==> src/rtl/if_pkg.sv <==
// -----------------------------------------------------------------------------
// if_pkg
// Shared types and constants for the instruction-fetch front end.
//   fetch_state_t     : fetch FSM state encoding (IDLE, FETCH, HOLD, DRAIN)
//   NOP_INSTR         : instruction word offered when nothing valid is presented
//   DEFAULT_RESET_PC  : default PC loaded on reset
//   DEFAULT_PC_INC    : default byte increment per sequential fetch
//   next_seq_pc()     : sequential PC step, wraps modulo 2^32
// -----------------------------------------------------------------------------
package if_pkg;

  typedef enum logic [1:0] {
    IDLE  = 2'd0,
    FETCH = 2'd1,
    HOLD  = 2'd2,
    DRAIN = 2'd3
  } fetch_state_t;

  localparam logic [31:0] NOP_INSTR        = 32'h0000_0000;
  localparam logic [31:0] DEFAULT_RESET_PC = 32'h0000_0000;
  localparam logic [31:0] DEFAULT_PC_INC   = 32'h0000_0004;

  // Plain 32-bit add: 0xFFFF_FFFC + 4 wraps to 0x0 by construction.
  function automatic logic [31:0] next_seq_pc(input logic [31:0] pc,
                                              input logic [31:0] inc);
    return pc + inc;
  endfunction

endpackage

==> src/rtl/if_hold_buffer.sv <==
// -----------------------------------------------------------------------------
// if_hold_buffer
// One-entry {pc, instr} register that parks an instruction returned by memory
// while the IF/ID register is frozen. Clear has priority over load.
// Ports:
//   clk, rst        : clock (rising edge), asynchronous active-high reset
//   load            : capture pc_in/instr_in
//   clear           : zero the entry (flush)
//   pc_in, instr_in : PC of the fetched instruction and its word
//   pc_out,instr_out: stored entry
// -----------------------------------------------------------------------------
module if_hold_buffer
  import if_pkg::*;
(
  input  logic        clk,
  input  logic        rst,
  input  logic        load,
  input  logic        clear,
  input  logic [31:0] pc_in,
  input  logic [31:0] instr_in,
  output logic [31:0] pc_out,
  output logic [31:0] instr_out
);

  logic [31:0] pc_q, pc_d;
  logic [31:0] instr_q, instr_d;

  // Next-value selection for the entry: clear, load or keep.
  always_comb begin
    pc_d    = pc_q;
    instr_d = instr_q;
    if (clear) begin
      pc_d    = 32'h0000_0000;
      instr_d = NOP_INSTR;
    end else if (load) begin
      pc_d    = pc_in;
      instr_d = instr_in;
    end else begin
      pc_d    = pc_q;
      instr_d = instr_q;
    end
  end

  // Entry storage.
  always_ff @(posedge clk or posedge rst) begin
    if (rst) begin
      pc_q    <= 32'h0000_0000;
      instr_q <= NOP_INSTR;
    end else begin
      pc_q    <= pc_d;
      instr_q <= instr_d;
    end
  end

  assign pc_out    = pc_q;
  assign instr_out = instr_q;

endmodule

==> src/rtl/if_fetch_unit.sv <==
// -----------------------------------------------------------------------------
// if_fetch_unit
// Instruction-fetch front end. Owns the PC, requests instruction words over a
// req/ready handshake and offers them to the IF/ID register, honouring the same
// freeze (hold) and branch_taken (flush, wins over freeze) as that register.
// One instruction per cycle on zero-wait memory.
// Ports:
//   clk, rst                 : clock (rising edge), async active-high reset
//   freeze                   : IF/ID hold; offered instruction not consumed
//   branch_taken, branch_addr: redirect/flush and its target
//   imem_req, imem_addr      : request, held with stable address until ready
//   imem_ready, imem_rdata   : response strobe and instruction word
//   valid_out                : pc_out/instruction_out carry a real instruction
//   pc_out, instruction_out  : PC+PC_INC and word of the offered instruction
//   fetch_count              : accepted-instruction counter
// Configuration macro: IF_FETCH_COUNT_EN enables fetch_count; otherwise it is
// tied to zero and the counter is not built.
// -----------------------------------------------------------------------------
module if_fetch_unit
  import if_pkg::*;
#(
  parameter logic [31:0] RESET_PC = DEFAULT_RESET_PC,
  parameter logic [31:0] PC_INC   = DEFAULT_PC_INC
) (
  input  logic        clk,
  input  logic        rst,
  input  logic        freeze,
  input  logic        branch_taken,
  input  logic [31:0] branch_addr,
  output logic        imem_req,
  output logic [31:0] imem_addr,
  input  logic        imem_ready,
  input  logic [31:0] imem_rdata,
  output logic        valid_out,
  output logic [31:0] pc_out,
  output logic [31:0] instruction_out,
  output logic [31:0] fetch_count
);

  fetch_state_t state_q, state_d;
  logic [31:0]  pc_q, pc_d;
  // Address of a request abandoned by a redirect; presented while draining so
  // the memory sees a stable address until it answers.
  logic [31:0]  req_addr_q, req_addr_d;
  logic         hold_load, hold_clear;
  logic [31:0]  hold_pc, hold_instr;

  if_hold_buffer u_hold (
    .clk       (clk),
    .rst       (rst),
    .load      (hold_load),
    .clear     (hold_clear),
    .pc_in     (pc_q),
    .instr_in  (imem_rdata),
    .pc_out    (hold_pc),
    .instr_out (hold_instr)
  );

  // Output decode per state; FETCH bypasses the memory response straight out.
  always_comb begin
    imem_req        = 1'b0;
    valid_out       = 1'b0;
    pc_out          = 32'h0000_0000;
    instruction_out = NOP_INSTR;
    case (state_q)
      IDLE: begin
        imem_req = 1'b0;
      end
      FETCH: begin
        imem_req = 1'b1;
        if (imem_ready) begin
          valid_out       = 1'b1;
          pc_out          = next_seq_pc(pc_q, PC_INC);
          instruction_out = imem_rdata;
        end else begin
          valid_out = 1'b0;
        end
      end
      HOLD: begin
        valid_out       = 1'b1;
        pc_out          = next_seq_pc(hold_pc, PC_INC);
        instruction_out = hold_instr;
      end
      DRAIN: begin
        imem_req = 1'b1;
      end
      default: begin
        imem_req = 1'b0;
      end
    endcase
  end

  assign imem_addr = (state_q == DRAIN) ? req_addr_q : pc_q;

  // Next-state, PC and hold-buffer control. A redirect outranks freeze.
  always_comb begin
    state_d    = state_q;
    pc_d       = pc_q;
    req_addr_d = req_addr_q;
    hold_load  = 1'b0;
    hold_clear = 1'b0;
    case (state_q)
      IDLE: begin
        state_d = FETCH;
      end
      FETCH: begin
        if (branch_taken) begin
          pc_d       = branch_addr;
          hold_clear = 1'b1;
          if (!imem_ready) begin
            // Memory still owes us a word for pc_q; swallow it in DRAIN.
            state_d    = DRAIN;
            req_addr_d = pc_q;
          end else begin
            state_d = FETCH;
          end
        end else if (imem_ready) begin
          if (freeze) begin
            hold_load = 1'b1;
            state_d   = HOLD;
          end else begin
            pc_d    = next_seq_pc(pc_q, PC_INC);
            state_d = FETCH;
          end
        end else begin
          state_d = FETCH;
        end
      end
      HOLD: begin
        if (branch_taken) begin
          pc_d       = branch_addr;
          hold_clear = 1'b1;
          state_d    = FETCH;
        end else if (freeze) begin
          state_d = HOLD;
        end else begin
          // pc_q still addresses the held instruction.
          pc_d    = next_seq_pc(pc_q, PC_INC);
          state_d = FETCH;
        end
      end
      DRAIN: begin
        if (branch_taken) begin
          pc_d       = branch_addr;
          hold_clear = 1'b1;
          state_d    = imem_ready ? FETCH : DRAIN;
        end else if (imem_ready) begin
          state_d = FETCH;
        end else begin
          state_d = DRAIN;
        end
      end
      default: begin
        state_d = IDLE;
      end
    endcase
  end

  // FSM, PC and drain-address registers.
  always_ff @(posedge clk or posedge rst) begin
    if (rst) begin
      state_q    <= IDLE;
      pc_q       <= RESET_PC;
      req_addr_q <= 32'h0000_0000;
    end else begin
      state_q    <= state_d;
      pc_q       <= pc_d;
      req_addr_q <= req_addr_d;
    end
  end

`ifdef IF_FETCH_COUNT_EN
  logic        accept;
  logic [31:0] fetch_count_q, fetch_count_d;

  assign accept = valid_out & ~freeze & ~branch_taken;

  // Accepted-instruction counter, wraps modulo 2^32.
  always_comb begin
    if (accept) begin
      fetch_count_d = fetch_count_q + 32'd1;
    end else begin
      fetch_count_d = fetch_count_q;
    end
  end

  // Counter register.
  always_ff @(posedge clk or posedge rst) begin
    if (rst) begin
      fetch_count_q <= 32'h0000_0000;
    end else begin
      fetch_count_q <= fetch_count_d;
    end
  end

  assign fetch_count = fetch_count_q;
`else
  assign fetch_count = 32'h0000_0000;
`endif

endmodule

==> config.mk <==
export PLATFORM = sky130hd
export DESIGN_NAME = if_fetch_unit
export DESIGN_NICKNAME = d
export VERILOG_FILES = /design/src/rtl/if_pkg.sv /design/src/rtl/if_hold_buffer.sv /design/src/rtl/if_fetch_unit.sv
export SDC_FILE = /design/constraint.sdc
export NUM_CORES = 1
export LEC_CHECK = 0
export ABC_AREA = 1
export BUFFER_PORTS_ARGS = -buffer_cell sky130_fd_sc_hd__buf_2
export CAP_MARGIN = 20
export CORE_MARGIN = 1
export CORE_UTILIZATION = 59
export CTS_CLUSTER_SIZE = 12
export DETAILED_ROUTE_END_ITERATION = 10
export GPL_TIMING_DRIVEN = 0
export PLACE_DENSITY_LB_ADDON = 0.3
export SLEW_MARGIN = 20
export SYNTH_ARGS = -nofsm -noshare
export SYNTH_HDL_FRONTEND = slang
export SYNTH_SLANG_ARGS = --single-unit
==> constraint.sdc <==
create_clock -name clk -period 7.75 [get_ports clk]
set_input_delay 1.1625 -clock clk [delete_from_list [all_inputs] [get_ports clk]]
set_output_delay 1.1625 -clock clk [all_outputs]
set_load 0.05 [all_outputs]
* Word level (Yosys, flattened, before mapping)
Index checks and enable logic that the tools add are counted.
Widths: inputs -> output; s select.
** Word-level totals
- Flip-flop bits (word level) :: 130
- Bits of input ports :: 69
- Output and inout bits :: 130
- Logic and storage cells :: 50
** Operators by class
- Add/subtract/negate cells :: 2
- Equality and inequality tests :: 5
- Mux-type cells :: 30
- Bitwise logic cells :: 1
- Reductions and logical operators :: 7
** Operators with widths (number)
- $mux 32 :: 12
- $pmux 32 s2 :: 2
- $pmux 32 s3 :: 1
- $add 32x3->32 const B :: 2
- $mux 2 :: 5
- $mux 1 :: 8
- $pmux 2 s4 :: 1
- $reduce_and 3->1 :: 2
- $eq 2x2->1 const B :: 2
- $ne 3x3->1 const B :: 1
- $reduce_bool 3->1 :: 1
- $reduce_or 3->1 :: 1
- $eq 2x1->1 const B :: 1
- $logic_not 2->1 :: 1
- $ne 2x2->1 const B :: 1
- $pmux 1 s2 :: 1
- $reduce_bool 2->1 :: 1
- $reduce_or 2->1 :: 1
- $not 1->1 :: 1

* Longest topological paths before layout
- Depth in word-level cells :: 6
- Gate-level depth with buffers :: 10
- Gate-level depth less buffers :: 10

* Cells and area by module
Synthesis repeated with hierarchy kept, for this count alone.
** Second synthesis, totals
- Cell total of the unflattened synthesis :: 1293
- Area, all modules :: 8632.0 sq um
** Modules (own cells, without submodules)
- if_fetch_unit :: times used 1, cells each 1015, area each 6045.8 sq um, sequential area each 1651.6 sq um
- if_hold_buffer :: times used 1, cells each 278, area each 2586.2 sq um, sequential area each 1601.5 sq um

* Least setup slack after synthesis
Ideal clock, no wire load.
- Path kind :: input port to output port
- Start point :: input port imem_ready
- End point :: output port instruction_out[26]
- Arrival :: 2.469 ns
- Data required time :: 6.588 ns
- Setup slack :: 4.119 ns
- Stages on the path :: 5
- Buffers on the path :: 1
- Cells stage by stage :: nand2_1 > inv_2 > clkbuf_1 > nand2_1 > a21oi_1
** Between the ends
- Word-level cells in the longest chain between the ends :: 2
** RTL lines
- start, declared :: RTL line if_fetch_unit.sv:32 : input logic imem_ready,
- $mux 32 :: RTL line if_fetch_unit.sv:71 : if (imem_ready) begin
- $pmux 32 s2 :: RTL line if_fetch_unit.sv:65 : case (state_q)
- end, declared :: RTL line if_fetch_unit.sv:36 : output logic [31:0] instruction_out,
Every way passes these cells.

* Final worst setup path
- Start point :: register state_q[0]
- End point :: output port pc_out[10]
** Between the ends
- Word-level cells in the longest chain between the ends :: 2
- Elaborated cells between the ends (all ways) :: 3
- Those cells by class :: 2 x eq/ne; 1 x mux
** RTL lines
- start, declared :: RTL line if_fetch_unit.sv:40 : fetch_state_t state_q, state_d;
- start signal, assigned :: RTL line if_fetch_unit.sv:166 : state_q <= state_d;
- $eq 2x2->1 or $eq 2x1->1 (tied branches) :: RTL line if_fetch_unit.sv:65
- $pmux 32 s2 (*) :: RTL line if_fetch_unit.sv:65
- end, declared :: RTL line if_fetch_unit.sv:35 : output logic [31:0] pc_out,
Mark *: on every way between the ends. The rest lies on a longest branch, timed or not.

==> run metrics <==
Wirelength per Cell=17.8 um; core footprint=0.0138 mm2; total power=4.47 mW; cell count after synthesis=1237; first-pass GRT wire length=45.6 mm; dpl cells=1614; Setup-failing EPs final=0; Cell Area, Synth=0.00836 mm2; io pins=199; leakage power=around 5 nW; Max Freq=249 MHz; critical-path maximum fanout=10; share of the synthesized area in the top cell type=0.389; worst setup path category=register to output pin; Syn Area/Cell=approximately 6.8 um2; maximum capacitance violations=0; Sink Count=130; via count=9515; residual DRC count=0; yosys warns=0; Initial DRT Pass Iterations=9; post-route antenna net violation count=0; power density cells=441 mW/mm2; dominant cells by area after synthesis=dfrtp_1 (39%), nand2_1 (18%), nand3_1 (7.7%), o21ai_0 (6.0%), a21oi_1 (5.1%); insertion delay to the later sink of the worst-skew pair=between 0.4 and 0.5 ns; most common cell after layout, fill and taps aside=nand2_1; Slew @ Worst Pin=0.724 ns; CTS buffer count=17; max incr delay on CP=0.61 ns; slowest library cell on the worst path=buf_1; Max VDD drop=407 uV; antenna violations before repair=0; die height=between 100 and 150 um; non-filler instance count after layout=1646; CTS root buf=clkbuf_16; Slew headroom=0.517; synth unique cells=32; layout net count=around 1500; # diodes=0; total track usage=0.414; Compound-Gate Fraction of Synth Area=0.147; Starting Density=0.605; area leader, netlist=dfrtp_1; Post-CTS Hold Fix Bufs=0; Post-synth ARST share=1.00; Worst EP arrival=2.85 ns; CP Data Required Time=6.59 ns; vias per cell=between 5 and 6; fin. max-slew vios=0; Post-synth EDFFs=0; final RePlAce weighted congestion=approximately 0.97; number of global-route vias before repair=8593; CTS tree=built; layout cells sized above 1=0.197; #FFs+latches synth=130; Rows=between 40 and 50; fin crit share=0.518; Post-DP HPWL=22.0 mm; # resized after CTS=0; total grt overflow=0; Primary FF master, synth=dfrtp_1; Die ar.=0.0146 mm2; Synth Area in XOR/XNOR=0.0166; Post-Synth Simple-Gate Area=0.335; outcome=completed; sum of negative setup slack=0 ns; adder-cell share of the synthesized area=0.00898; Iter 0 DRT Violations=866; critical path endpoint category=output pin; largest net degree at the start of global routing=76; Post CTS Setup Buffer Count=0; H-tree depth=4; clk buf depth=2; largest family of logic cells by synthesized area=simple AND/OR/NAND/NOR gates; Area growth, synth to finish=21.3%; detailed-route wire length=29.3 mm; CP Cell Sequence=inv_1, ha_1, clkbuf_1, buf_1, nand3_1, a21oi_1, buf_2; Buf/Inv on CP=4; Die Wd=121 um; Port Buffers=~170; Startpoint Class=register; most frequent cells in the layout=nand2_1 (390), buf_2 (182), dfrtp_1 (130); CTS clk-pin slew, worst paths=0.07 ns; RSZ-0062 raised after global routing=no; Hold Fails Final Rpt=0; Worst Skew=0.00982 ns; fin crit period=4.02 ns; min-delay worst type=register to register; post-synthesis sequential area ratio=0.389; Top delay family on crit path=buffers and inverters; multiplexer share of the synthesized area=0
==> through the flow <==
stage	area (um2)	hold WS [ns]	setup slack (ns)	util
2_1_floorplan	8480	0.453	3.12	-
3_3_place_gp	9530	0.467	1.54	0.689
5_1_grt	10100	0.508	3.67	0.733
6_report	10100	0.488	3.73	0.733
3_5_place_dp	9560	0.473	4.03	0.692
4_1_cts	10100	0.488	3.84	0.733
==> Yosys cell counts (2+ instances only) <==
master    count
a21oi_1      85
and2_1        2
buf_1        15
buf_2        17
buf_4        36
clkbuf_1     27
dfrtp_1     130
ha_1          6
inv_1        89
inv_2         3
nand2_1     390
nand2_2       8
nand3_1     129
nand4_1       2
nor2_1      106
nor2_2       13
nor2_4        7
o211ai_1      2
o21ai_0     101
o21ai_1       9
o22ai_1      34
or2_2         3
xor2_1       14
==> where the power goes <==
group	switching [mW]	total [mW]	internal, mW	leakage (nW)
clock network	0.353	0.806	0.453	0.277
logic	1.99	2.54	0.551	3.03
registers	0.213	1.12	0.908	1.68
total	2.56	4.47	1.91	4.98
==> logic make-up (layout without fill, tap and decap cells) <==
family | count (synthesis) | after routing
DFF | 130 | 130
adders and majority gates | 6 | 6
xor gates and xnor gates | 15 | 15
other | 1 | 32
buffers and inverters | 188 | 386
AOI/OAI and AO/OA | 234 | 234
and+or+nand+nor | 663 | 663
==> state kept, by name (all words and copies together), names as in the netlist <==
signal / count
u_hold.pc_out: 32
u_hold.instr_out: 32
state_q: 2
pc_q: 32
req_addr_q: 32
==> layer usage <==
metal,track usage,vias up,wire length (um)
met3,0.0869,75,2940
met2,0.646,607,13400
met1,0.560,4437,11800
met4,0.172,0,1200
li1,-,4396,-
met5,0,-,0
==> final cells by class <==
type	count	area [um2]
timing repair buffer	166	853
clock inverter	14	146
inverter	93	357
clock buffer	18	429
buffer	95	513
tap	180	225
multi-input combinational	950	4360
fill	1183	3690
sequential	130	3250
==> tightest hold or removal path, cell delays in order, from the launching register on <==
cell and delay (ns):
dfrtp_1 0.34, nand2_1 0.05, o21ai_0 0.06
==> worst paths after layout <==
kind / startpoint / to / slack [ns] / cells past startpoint
worst max-delay path: state_q[0] / pc_out[10] / 3.73 / 7
worst min-delay path: req_addr_q[2] / req_addr_q[2] / 0.49 / 2
worst max register to register: state_q[0] / pc_q[17] / 5.62 / 7
worst min register to register: req_addr_q[2] / req_addr_q[2] / 0.49 / 2
max in group asynchronous: rst / u_hold.pc_out[23] / 6.29 / 3
min in group asynchronous: rst / req_addr_q[4] / 0.73 / 2
Power figures use the tool's default switching activity.
